$ cat src/rtl/pos_cache_particle_reader.sv
// Position-cache particle reader.
// Reads the particle count stored at cache address 0, then streams records
// 1..N to the force pipeline over valid/ready. A 2-entry skid FIFO absorbs the
// one-cycle cache latency so back-pressure never loses a record, and the read
// issue logic keeps exactly enough reads in flight for one record per cycle.
module pos_cache_particle_reader #(
    parameter int DATA_WIDTH   = 96,
    parameter int ADDR_WIDTH   = 8,
    parameter int PARTICLE_NUM = 220
) (
    input  logic                  clk,
    input  logic                  rst,
    input  logic                  start,
    output logic                  cache_rden,
    output logic [ADDR_WIDTH-1:0] cache_rd_address,
    input  logic [DATA_WIDTH-1:0] cache_rd_data,
    output logic [DATA_WIDTH-1:0] out_data,
    output logic [ADDR_WIDTH-1:0] out_particle_id,
    output logic                  out_valid,
    input  logic                  out_ready,
    output logic                  out_last,
    output logic [ADDR_WIDTH-1:0] particle_count,
    output logic                  busy,
    output logic                  done
);

    typedef enum logic [2:0] {
        S_IDLE,
        S_RD_NUM,
        S_WAIT_NUM,
        S_STREAM,
        S_DONE
    } state_t;

    state_t state_q, state_d;

    // next_addr is one bit wider than the cache address so that a count of
    // 2^ADDR_WIDTH-1 can step past the last record without wrapping to 0.
    logic [ADDR_WIDTH:0]   next_addr_q, next_addr_d;
    logic [ADDR_WIDTH-1:0] count_q, count_d;
    // Last address driven to the cache; also the id of the read in flight.
    logic [ADDR_WIDTH-1:0] addr_q, addr_d;
    logic                  inflight_q, inflight_d;
    logic [1:0]            occ_q, occ_d;
    logic                  rd_ptr_q, rd_ptr_d;
    logic                  wr_ptr_q, wr_ptr_d;

    logic [DATA_WIDTH-1:0] fifo_data_q [2];
    logic [ADDR_WIDTH-1:0] fifo_id_q   [2];

    logic                  push;
    logic                  pop;
    logic                  issue;
    logic [2:0]            occ_after;
    logic [ADDR_WIDTH-1:0] head_id;
    logic [ADDR_WIDTH-1:0] clamped_count;

    // Limit the count word to the largest particle population the pipeline supports.
    function automatic logic [ADDR_WIDTH-1:0] clamp_count(input logic [ADDR_WIDTH-1:0] raw);
        if (32'(raw) > 32'(PARTICLE_NUM)) begin
            return ADDR_WIDTH'(PARTICLE_NUM);
        end
        return raw;
    endfunction

    assign clamped_count = clamp_count(cache_rd_data[ADDR_WIDTH-1:0]);

    // Head of the FIFO drives the stream; payload is zeroed while nothing is valid.
    assign out_valid       = (occ_q != 2'd0);
    assign head_id         = fifo_id_q[rd_ptr_q];
    assign out_data        = out_valid ? fifo_data_q[rd_ptr_q] : '0;
    assign out_particle_id = out_valid ? head_id : '0;
    assign out_last        = out_valid && (head_id == count_q);
    assign particle_count  = count_q;

    assign pop  = out_valid && out_ready;
    // Data returns one cycle after an issue; only stream reads carry records.
    assign push = inflight_q && (state_q == S_STREAM);

    // Occupancy the FIFO would have once the read in flight lands and this
    // cycle's transfer leaves; a new read is allowed only if it still fits.
    assign occ_after = 3'(occ_q) + 3'(inflight_q) - 3'(pop);
    assign issue     = (state_q == S_STREAM) &&
                       (next_addr_q <= {1'b0, count_q}) &&
                       (occ_after < 3'd2);

    // Next-state, cache-read and FIFO bookkeeping for the read pass.
    always_comb begin
        state_d          = state_q;
        next_addr_d      = next_addr_q;
        count_d          = count_q;
        inflight_d       = 1'b0;
        cache_rden       = 1'b0;
        cache_rd_address = addr_q;
        busy             = 1'b0;
        done             = 1'b0;

        case (state_q)
            S_IDLE: begin
                if (start) begin
                    state_d = S_RD_NUM;
                end
            end
            S_RD_NUM: begin
                busy             = 1'b1;
                cache_rden       = 1'b1;
                cache_rd_address = '0;
                state_d          = S_WAIT_NUM;
            end
            S_WAIT_NUM: begin
                busy        = 1'b1;
                count_d     = clamped_count;
                next_addr_d = (ADDR_WIDTH+1)'(1);
                if (clamped_count == '0) begin
                    state_d = S_DONE;
                end else begin
                    state_d = S_STREAM;
                end
            end
            S_STREAM: begin
                busy = 1'b1;
                if (issue) begin
                    cache_rden       = 1'b1;
                    cache_rd_address = next_addr_q[ADDR_WIDTH-1:0];
                    next_addr_d      = next_addr_q + (ADDR_WIDTH+1)'(1);
                    inflight_d       = 1'b1;
                end
                if (pop && out_last) begin
                    state_d = S_DONE;
                end
            end
            S_DONE: begin
                done    = 1'b1;
                state_d = S_IDLE;
            end
            default: begin
                state_d = S_IDLE;
            end
        endcase

        addr_d   = cache_rd_address;
        occ_d    = occ_q + 2'(push) - 2'(pop);
        rd_ptr_d = rd_ptr_q ^ pop;
        wr_ptr_d = wr_ptr_q ^ push;
    end

    // Control state; reset aborts any pass and empties the FIFO.
    always_ff @(posedge clk) begin
        if (rst) begin
            state_q     <= S_IDLE;
            next_addr_q <= '0;
            count_q     <= '0;
            addr_q      <= '0;
            inflight_q  <= 1'b0;
            occ_q       <= 2'd0;
            rd_ptr_q    <= 1'b0;
            wr_ptr_q    <= 1'b0;
        end else begin
            state_q     <= state_d;
            next_addr_q <= next_addr_d;
            count_q     <= count_d;
            addr_q      <= addr_d;
            inflight_q  <= inflight_d;
            occ_q       <= occ_d;
            rd_ptr_q    <= rd_ptr_d;
            wr_ptr_q    <= wr_ptr_d;
        end
    end

    // FIFO storage: returning record and its address written at the tail.
    always_ff @(posedge clk) begin
        if (push) begin
            fifo_data_q[wr_ptr_q] <= cache_rd_data;
            fifo_id_q[wr_ptr_q]   <= addr_q;
        end
    end

endmodule

$ cat config.mk
export PLATFORM = sky130hd
export DESIGN_NAME = pos_cache_particle_reader
export DESIGN_NICKNAME = d
export VERILOG_FILES = /design/src/rtl/pos_cache_particle_reader.sv
export SDC_FILE = /design/constraint.sdc
export NUM_CORES = 1
export LEC_CHECK = 0
export ABC_AREA = 1
export BUFFER_PORTS_ARGS = -buffer_cell sky130_fd_sc_hd__buf_2
export CAP_MARGIN = 30
export CORE_MARGIN = 2
export CORE_UTILIZATION = 30
export CTS_BUF_LIST = sky130_fd_sc_hd__clkbuf_2
export CTS_CLUSTER_DIAMETER = 100
export DETAILED_ROUTE_END_ITERATION = 6
export PLACE_DENSITY = 0.6
export SLEW_MARGIN = 20
export SYNTH_ARGS = -nofsm -noshare
export SYNTH_HDL_FRONTEND = slang
export SYNTH_SLANG_ARGS = --single-unit
$ cat constraint.sdc
create_clock -name clk -period 6.6 [get_ports clk]
set_clock_uncertainty 0.15 [all_clocks]
set_input_delay 1.32 -clock clk [delete_from_list [all_inputs] [get_ports clk]]
set_output_delay 1.32 -clock clk [all_outputs]
set_load 0.01 [all_outputs]
==> results of run 1 <==
-- worst paths after layout --
kind / start / depth (start not counted) / to / slack (ns)
worst max-delay path: occ_q[1]$_SDFF_PP0_ / 14 / cache_rd_address[1] / 1.12
worst min-delay path: next_addr_q[0]$_SDFFE_PP0P_ / 2 / next_addr_q[0]$_SDFFE_PP0P_ / 0.37
worst max register to register: occ_q[1]$_SDFF_PP0_ / 14 / next_addr_q[3]$_SDFFE_PP0P_ / 3.12
worst min register to register: next_addr_q[0]$_SDFFE_PP0P_ / 2 / next_addr_q[0]$_SDFFE_PP0P_ / 0.37
-- kinds of logic (layout without fill, tap and decap cells) --
logic type | after synthesis | after routing | share of synthesized area, %
AOI/OAI and AO/OA | 139 | 139 | 7.46
xor gates and xnor gates | 6 | 6 | 0.533
adders and majority gates | 15 | 15 | 1.98
buffers and inverters | 104 | 409 | 4.43
DFF | 241 | 241 | 70.0
other | 0 | 3 | 0
and+or+nand+nor | 374 | 374 | 15.6
-- where the power goes --
group	leakage, nW	total (mW)	internal, mW	switching [mW]
clock	0.435	0.988	0.389	0.598
sequential	2.14	1.74	1.68	0.0517
combinational	2.48	1.11	0.344	0.762
total	5.05	3.83	2.42	1.41
-- area by class of cell --
class | instances | area (sq um)
inverters | 65 | 264
well taps | 442 | 553
multi-input cells | 534 | 2550
clock inverters | 17 | 63.8
flip-flops and latches | 241 | 6910
repair buffers | 230 | 1180
diodes | 3 | 7.51
fillers | 3312 | 20400
clock buffers | 97 | 485
-- placed cells by master (no fill, tap or decap), types with 3 or more instances in the layout --
master,count
diode_2,3
edfxtp_1,208
nand2_1,282
buf_4,5
inv_1,58
o32ai_1,3
nand3_1,31
dfxtp_1,32
a21oi_1,118
o21ai_0,10
clkinv_1,15
clkbuf_2,97
nand4_1,4
a221oi_1,3
nor3_1,4
nand2_2,3
nor2_1,38
nand3_2,3
inv_2,5
a21oi_2,4
buf_2,224
ha_1,12
xor2_1,6
-- sequential cells by signal (all words and copies together) (netlist names) --
| register | flops |
|---|---|
| addr_q | 8 |
| wr_ptr_q | 1 |
| next_addr_q | 9 |
| state_q | 3 |
| inflight_q | 1 |
| occ_q | 2 |
| particle_count | 8 |
| rd_ptr_q | 1 |
| fifo_data_q | 192 |
| fifo_id_q | 16 |
-- critical path, stage by stage, from the launching register on --
cell and delay [ns]:
dfxtp_1 0.42, inv_1 0.09, nand2_1 0.22, nand2_1 0.13
inv_1 0.13, ha_1 0.24, or2_2 0.31, fa_1 0.48
nand2_1 0.09, nor3_4 0.47, nand2_4 0.23, nand2_1 0.10
nand3_1 0.09, nand2_1 0.09, buf_2 0.12
-- layer usage --
metal	part of all wire, %	GRT usage (%)	wire [um]
met5	0.051	0	13
met4	2.1	5.87	520
met3	8.6	4.86	2170
met2	48	23.7	12200
met1	41	17.8	10500
==> results.cfg, run 1 <==
[sta]
setup_violations = 0
rsz0062_at_grt = no
hold_viol_final = 0
whs_ns = 0.369
fin_crit_sh_pct = 83.0
setup_slack_ns = 1.12
worstMarginPinSlew_ns = 0.846
fin_crit_ns = 5.48
fmaxAchievable_mhz = 183
relSlewSlack_pct = 43.6
tns_ns = 0
finalMaxSlewViolations = 0

[floorplanning]
initial_utilization_pct = 30.4
core_sq_um = 32500
die_height_um = 185
die_width_um = 185
io_pins = 225
die_area_sq_um = 34300
placement_rows = 66

[worst_hold_path]
holdCritPathClass = reg -> reg

[grt]
grt_pass1_wl_um = 38100
antenna_found_initial = 4
grt_pass1_vias = 7129
grt_usage_pct = 14.6
grt.overflow.total = 0
grt_max_degree = 72

[clock_network]
clk_transition_reported_paths_ns = 0.10
htreeDepth = 3
ctsResizeCount = 0
cts-hold-fix-buffers = 0
cts_tree = built
post-cts-setup-buffers = 0
clk_latency_ns = 0.80
cts-buffers-inserted = 67
cts.sinks = 241
clock-root-buffer = clkbuf_2
clk_path_buf_depth = 3

[place]
place_area_sq_um = 11500
routabilityCongestion = 0.811
dp_slack_ns = 1.30
placed_cells = 1512
port_buffers = 224
dpl.hpwl_um = 16200

[synthesis]
netlist_instances = 879
post-synth-top-area-fraction_pct = 63.3
async_reset_ff_share_pct = 0
synth_nets = 994
synthTopCellsByArea = edfxtp_1 63%, nand2_1 11%, dfxtp_1 6.7%, a21oi_1 6.0%, inv_1 2.2%
synth_common_cells = 282 x nand2_1, 208 x edfxtp_1, 118 x a21oi_1
synth-seq-area-share_pct = 70.0
ys_warn_count = 0
synth_edf_count = 208
syn_avg_cell_area_sq_um = 11.2
yosys.area.top_type = edfxtp_1
netlist_area_sq_um = 9860
yosysMostFrequentCell = nand2_1
synth_cell_type_count = 33
synthFlopType = edfxtp_1
synth_seq_cells = 241

[finish]
drive_gt1_share_pct = 30.0
nNetsFinal = 1254
final_util_pct = 37.0
fin_area_sq_um = 12000
final_cells = 1629
syn_to_final_growth_pct = 21.7

[worst_setup_path]
critPathMaxFanout = 16
cp-end-kind = output port
start_kind = register
arrival_ns = 4.01
critical_path_class = reg -> out
cp.required_ns = 5.13

[detailed_routing]
drt_iter0_markers = 437
vias = 7281
wirelength_um = 25300
dr.pass1.iters = 4
vias_per_cell = 4.47
drc_errors = 0
antenna_left = 0
wl_per_cell_um = 15.6

[power_and_ir_drop]
finalPower_mw = 3.83
ir_drop_mv = 0.191
p_per_area_nw_per_um2 = 319
power_leakage_nw = 5.05

[status]
status = completed

[run]
cap_violations = 0
Note: power is estimated with default switching activity, not from simulation.
==> run 2: changes to the inputs <==
--- a/config.mk
+++ b/config.mk
@@ -5,7 +5,7 @@
 export SDC_FILE = /design/constraint.sdc
 export NUM_CORES = 1
 export LEC_CHECK = 0
-export ABC_AREA = 1
+export ABC_AREA = 0
 export BUFFER_PORTS_ARGS = -buffer_cell sky130_fd_sc_hd__buf_2
 export CAP_MARGIN = 30
 export CORE_MARGIN = 2
@@ -13,7 +13,7 @@
 export CTS_BUF_LIST = sky130_fd_sc_hd__clkbuf_2
 export CTS_CLUSTER_DIAMETER = 100
 export DETAILED_ROUTE_END_ITERATION = 6
-export PLACE_DENSITY = 0.6
+export PLACE_DENSITY = 0.62
 export SLEW_MARGIN = 20
 export SYNTH_ARGS = -nofsm -noshare
 export SYNTH_HDL_FRONTEND = slang
==> constraint.sdc (replaced) <==
create_clock -name clk -period 4.8 [get_ports clk]
set_clock_uncertainty 0.15 [all_clocks]
set_input_delay 0.96 -clock clk [delete_from_list [all_inputs] [get_ports clk]]
set_output_delay 0.96 -clock clk [all_outputs]
set_load 0.01 [all_outputs]
==> run 2 against run 1 <==
  * Final cell count shrank 8.2%
  * Worst hold slack lost 0.17 ns
  * Non-clock buffer count grew 11
  * Via count shrank 6.9%
  * Global-route usage shrank 0.65 points
  * Total power grew 40%
  * Die area grew 1.9%
  * Sequential share of layout area shrank 1.5 points
  * Sequential power grew 34%
  * Sequential cell count is the same
  * Combinational power grew 46%
  * Synthesized cell count shrank 17%
  * Critical path type unchanged
  * Critical endpoint is now cache_rden
==> results.cfg, run 2 <==
[detailed_routing]
highest_layer = met4
vias = 6777
wl_met2_um = 12400
drc_errors = 0
wl_met3_um = 1520
dr.pass1.iters = 5
vias_per_cell = 4.53
wirelength_um = 24400
drt_iter0_markers = 332
wl_met1_um = 9790
antenna_left = 0
wl_per_cell_um = 16.3

[floorplanning]
die_height_um = 187
placement_rows = 67
die_width_um = 187
io_pins = 225
core_sq_um = 33300
die_area_sq_um = 35000
initial_utilization_pct = 30.2

[synthesis]
yosys.area_share.simple_pct = 11.0
yosys.area.top_type = edfxtp_1
synth_fa_ha_area_share_pct = 1.94
synth_nets = 847
netlist_area_sq_um = 10100
synth_edf_count = 208
yosysMostFrequentCell = edfxtp_1
synthTopCellsByArea = edfxtp_1 62%, mux2i_1 10%, dfxtp_1 6.6%, nor2_1 4.6%, ha_1 1.7%
synth_cell_type_count = 50
syn_avg_cell_area_sq_um = 13.7
synthMuxAreaShare_pct = 10.6
synth_seq_cells = 241
async_reset_ff_share_pct = 0
synth-seq-area-share_pct = 68.7
ys_warn_count = 0
netlist_instances = 732
synth_compound_area_share_pct = 4.03
synth_common_cells = 208 x edfxtp_1, 123 x nor2_1, 105 x mux2i_1
synth_xor_area_share_pct = 1.04
post-synth-top-area-fraction_pct = 62.1
synthFlopType = edfxtp_1
synth_top_family_by_area = simple AND/OR/NAND/NOR gates

[grt]
grt_usage_pct = 13.9
grt_pass1_wl_um = 37700
grt.overflow.total = 0
grt_pass1_vias = 6901
grt_max_degree = 70
antenna_found_initial = 2

[worst_setup_path]
cp.required_ns = 3.69
start_kind = register
cp-end-kind = output port
critical_path_class = reg -> out
r2r_cells = 7
critPathMaxFanout = 12
reg2reg_slack_ns = 1.79
worst_r2r_endpoint = fifo_data_q[1][43]$_DFFE_PP_
arrival_ns = 3.39
r2r-start = state_q[0]$_SDFFE_PP0P_

[finish]
regMostFlops = fifo_data_q
final_common_cell = buf_2
nNetsFinal = 1115
syn_to_final_growth_pct = 22.6
final_cells = 1496
top_regs = fifo_data_q: 192 flops, fifo_id_q: 16 flops, next_addr_q: 9 flops
layout_common_cells = 225 x buf_2, 208 x edfxtp_1, 122 x nor2_1, 105 x mux2i_1, 98 x clkbuf_2
drive_gt1_share_pct = 35.3
final_util_pct = 37.0
fin_area_sq_um = 12300
largest_reg_flops = 192

[sta]
setup_slack_ns = 0.301
hold_viol_final = 0
finalMaxSlewViolations = 0
tns_ns = 0
relSlewSlack_pct = 45.8
worstMarginPinSlew_ns = 0.813
setup_violations = 0
fin_crit_sh_pct = 93.7
fmaxAchievable_mhz = 222
fin_crit_ns = 4.50

[power_and_ir_drop]
power_leakage_nw = 4.63
p_per_area_nw_per_um2 = 434
ir_drop_mv = 0.246

[worst_hold_path]
hold_end = fifo_data_q[0][85]$_DFFE_PP_
holdCritPathClass = in -> reg
hold_start = cache_rd_data[85]
whs_path_depth = 1

[clock_network]
htreeDepth = 3
cts-buffers-inserted = 66
cts-hold-fix-buffers = 0
cts.sinks = 241
cts_tree = built
clock-root-buffer = clkbuf_2
clk_transition_reported_paths_ns = 0.10
clk_path_buf_depth = 3
clk_latency_ns = 0.79

[place]
place_area_sq_um = 11700
port_buffers = 224
routabilityCongestion = 0.821
placed_cells = 1378
dp_slack_ns = 0.510
dpl.hpwl_um = 16400

[status]
status = completed

[run]
cap_violations = 0
[run 2: changes by cell type after synthesis, moves of 16 or more]
| cell | previous run | this run |
|---|---|---|
| a21oi_1 | 118 | 9 |
| mux2i_1 | 0 | 105 |
| nand2_1 | 282 | 42 |
| o211ai_1 | 1 | 17 |
| inv_1 | 59 | 19 |
| nor2_1 | 38 | 123 |
[run 2: logic make-up after synthesis]
| kind of cell | after synthesis |
|---|---|
| buffers and inverters | 60 |
| and+or+nand+nor | 242 |
| AOI/OAI and AO/OA | 56 |
| adders and majority gates | 15 |
| xor gates and xnor gates | 12 |
| DFF | 241 |
| muxes | 106 |
[run 2: where the power goes]
group | total, mW | switching [mW] | internal [mW]
clock network | 1.41 | 0.811 | 0.594
logic | 1.62 | 1.01 | 0.617
registers | 2.33 | 0.0357 | 2.29
total | 5.35 | 1.85 | 3.50
[run 2: what timing repair did]
action / CTS / global route
resized for setup: 1 / 4
setup endpoints to repair: 2 / 9
buffers inserted: 0 / 1
endpoints found under the hold margin: 0 / 0
[run 2: per-stage QoR]
step / total power, mW / hold WS (ns)
floorplan: 3.39 / 0.320
global placement: 4.01 / 0.368
detailed placement: 4.02 / 0.358
CTS: 5.46 / 0.0550
global route: 5.69 / 0.0763
finish: 5.35 / 0.199
[run 2: worst max-delay path: stages, from the launching register on]
cell	delay (ns)
dfxtp_2	0.38
nor2_4	0.11
inv_1	0.05
and2_1	0.21
ha_1	0.28
nand2b_1	0.15
fa_1	0.48
nor2b_1	0.13
o2111a_2	0.27
buf_6	0.16
nand2_1	0.09
a21oi_2	0.17
buf_2	0.14
[run 2: layout make-up]
type                       count  area, sq um
tap                          448          561
timing repair buffer         241         1280
multi-input combinational    431         2920
clock inverter                16         88.8
inverter                      19         71.3
clock buffer                  98          490
sequential                   241         6910
antenna                        2         5.00
fill                        3323        21000
[run 2: worst max-delay path by stage]
| stage | from | endpoint | slack, ns | cells past startpoint |
|---|---|---|---|---|
| 2_1_floorplan | out_ready | cache_rd_address[0] | 0.76 | 10 |
| 3_3_place_gp | out_ready | cache_rden | 0.52 | 11 |
| 3_5_place_dp | out_ready | cache_rd_address[3] | 0.51 | 10 |
| 4_1_cts | occ_q[1]$_SDFF_PP0_ | cache_rden | 0.01 | 12 |
| 5_1_grt | occ_q[1]$_SDFF_PP0_ | cache_rden | -0.002 | 12 |
| 6_report | occ_q[1]$_SDFF_PP0_ | cache_rden | 0.30 | 12 |
[run 2: per-layer routing]
| metal | track usage, % | vias up |
|---|---|---|
| met2 | 23.6 | 225 |
| met5 | 0 | - |
| met3 | 3.62 | 53 |
| met4 | 6.62 | 0 |
| li1 | - | 3268 |
| met1 | 16.5 | 3231 |
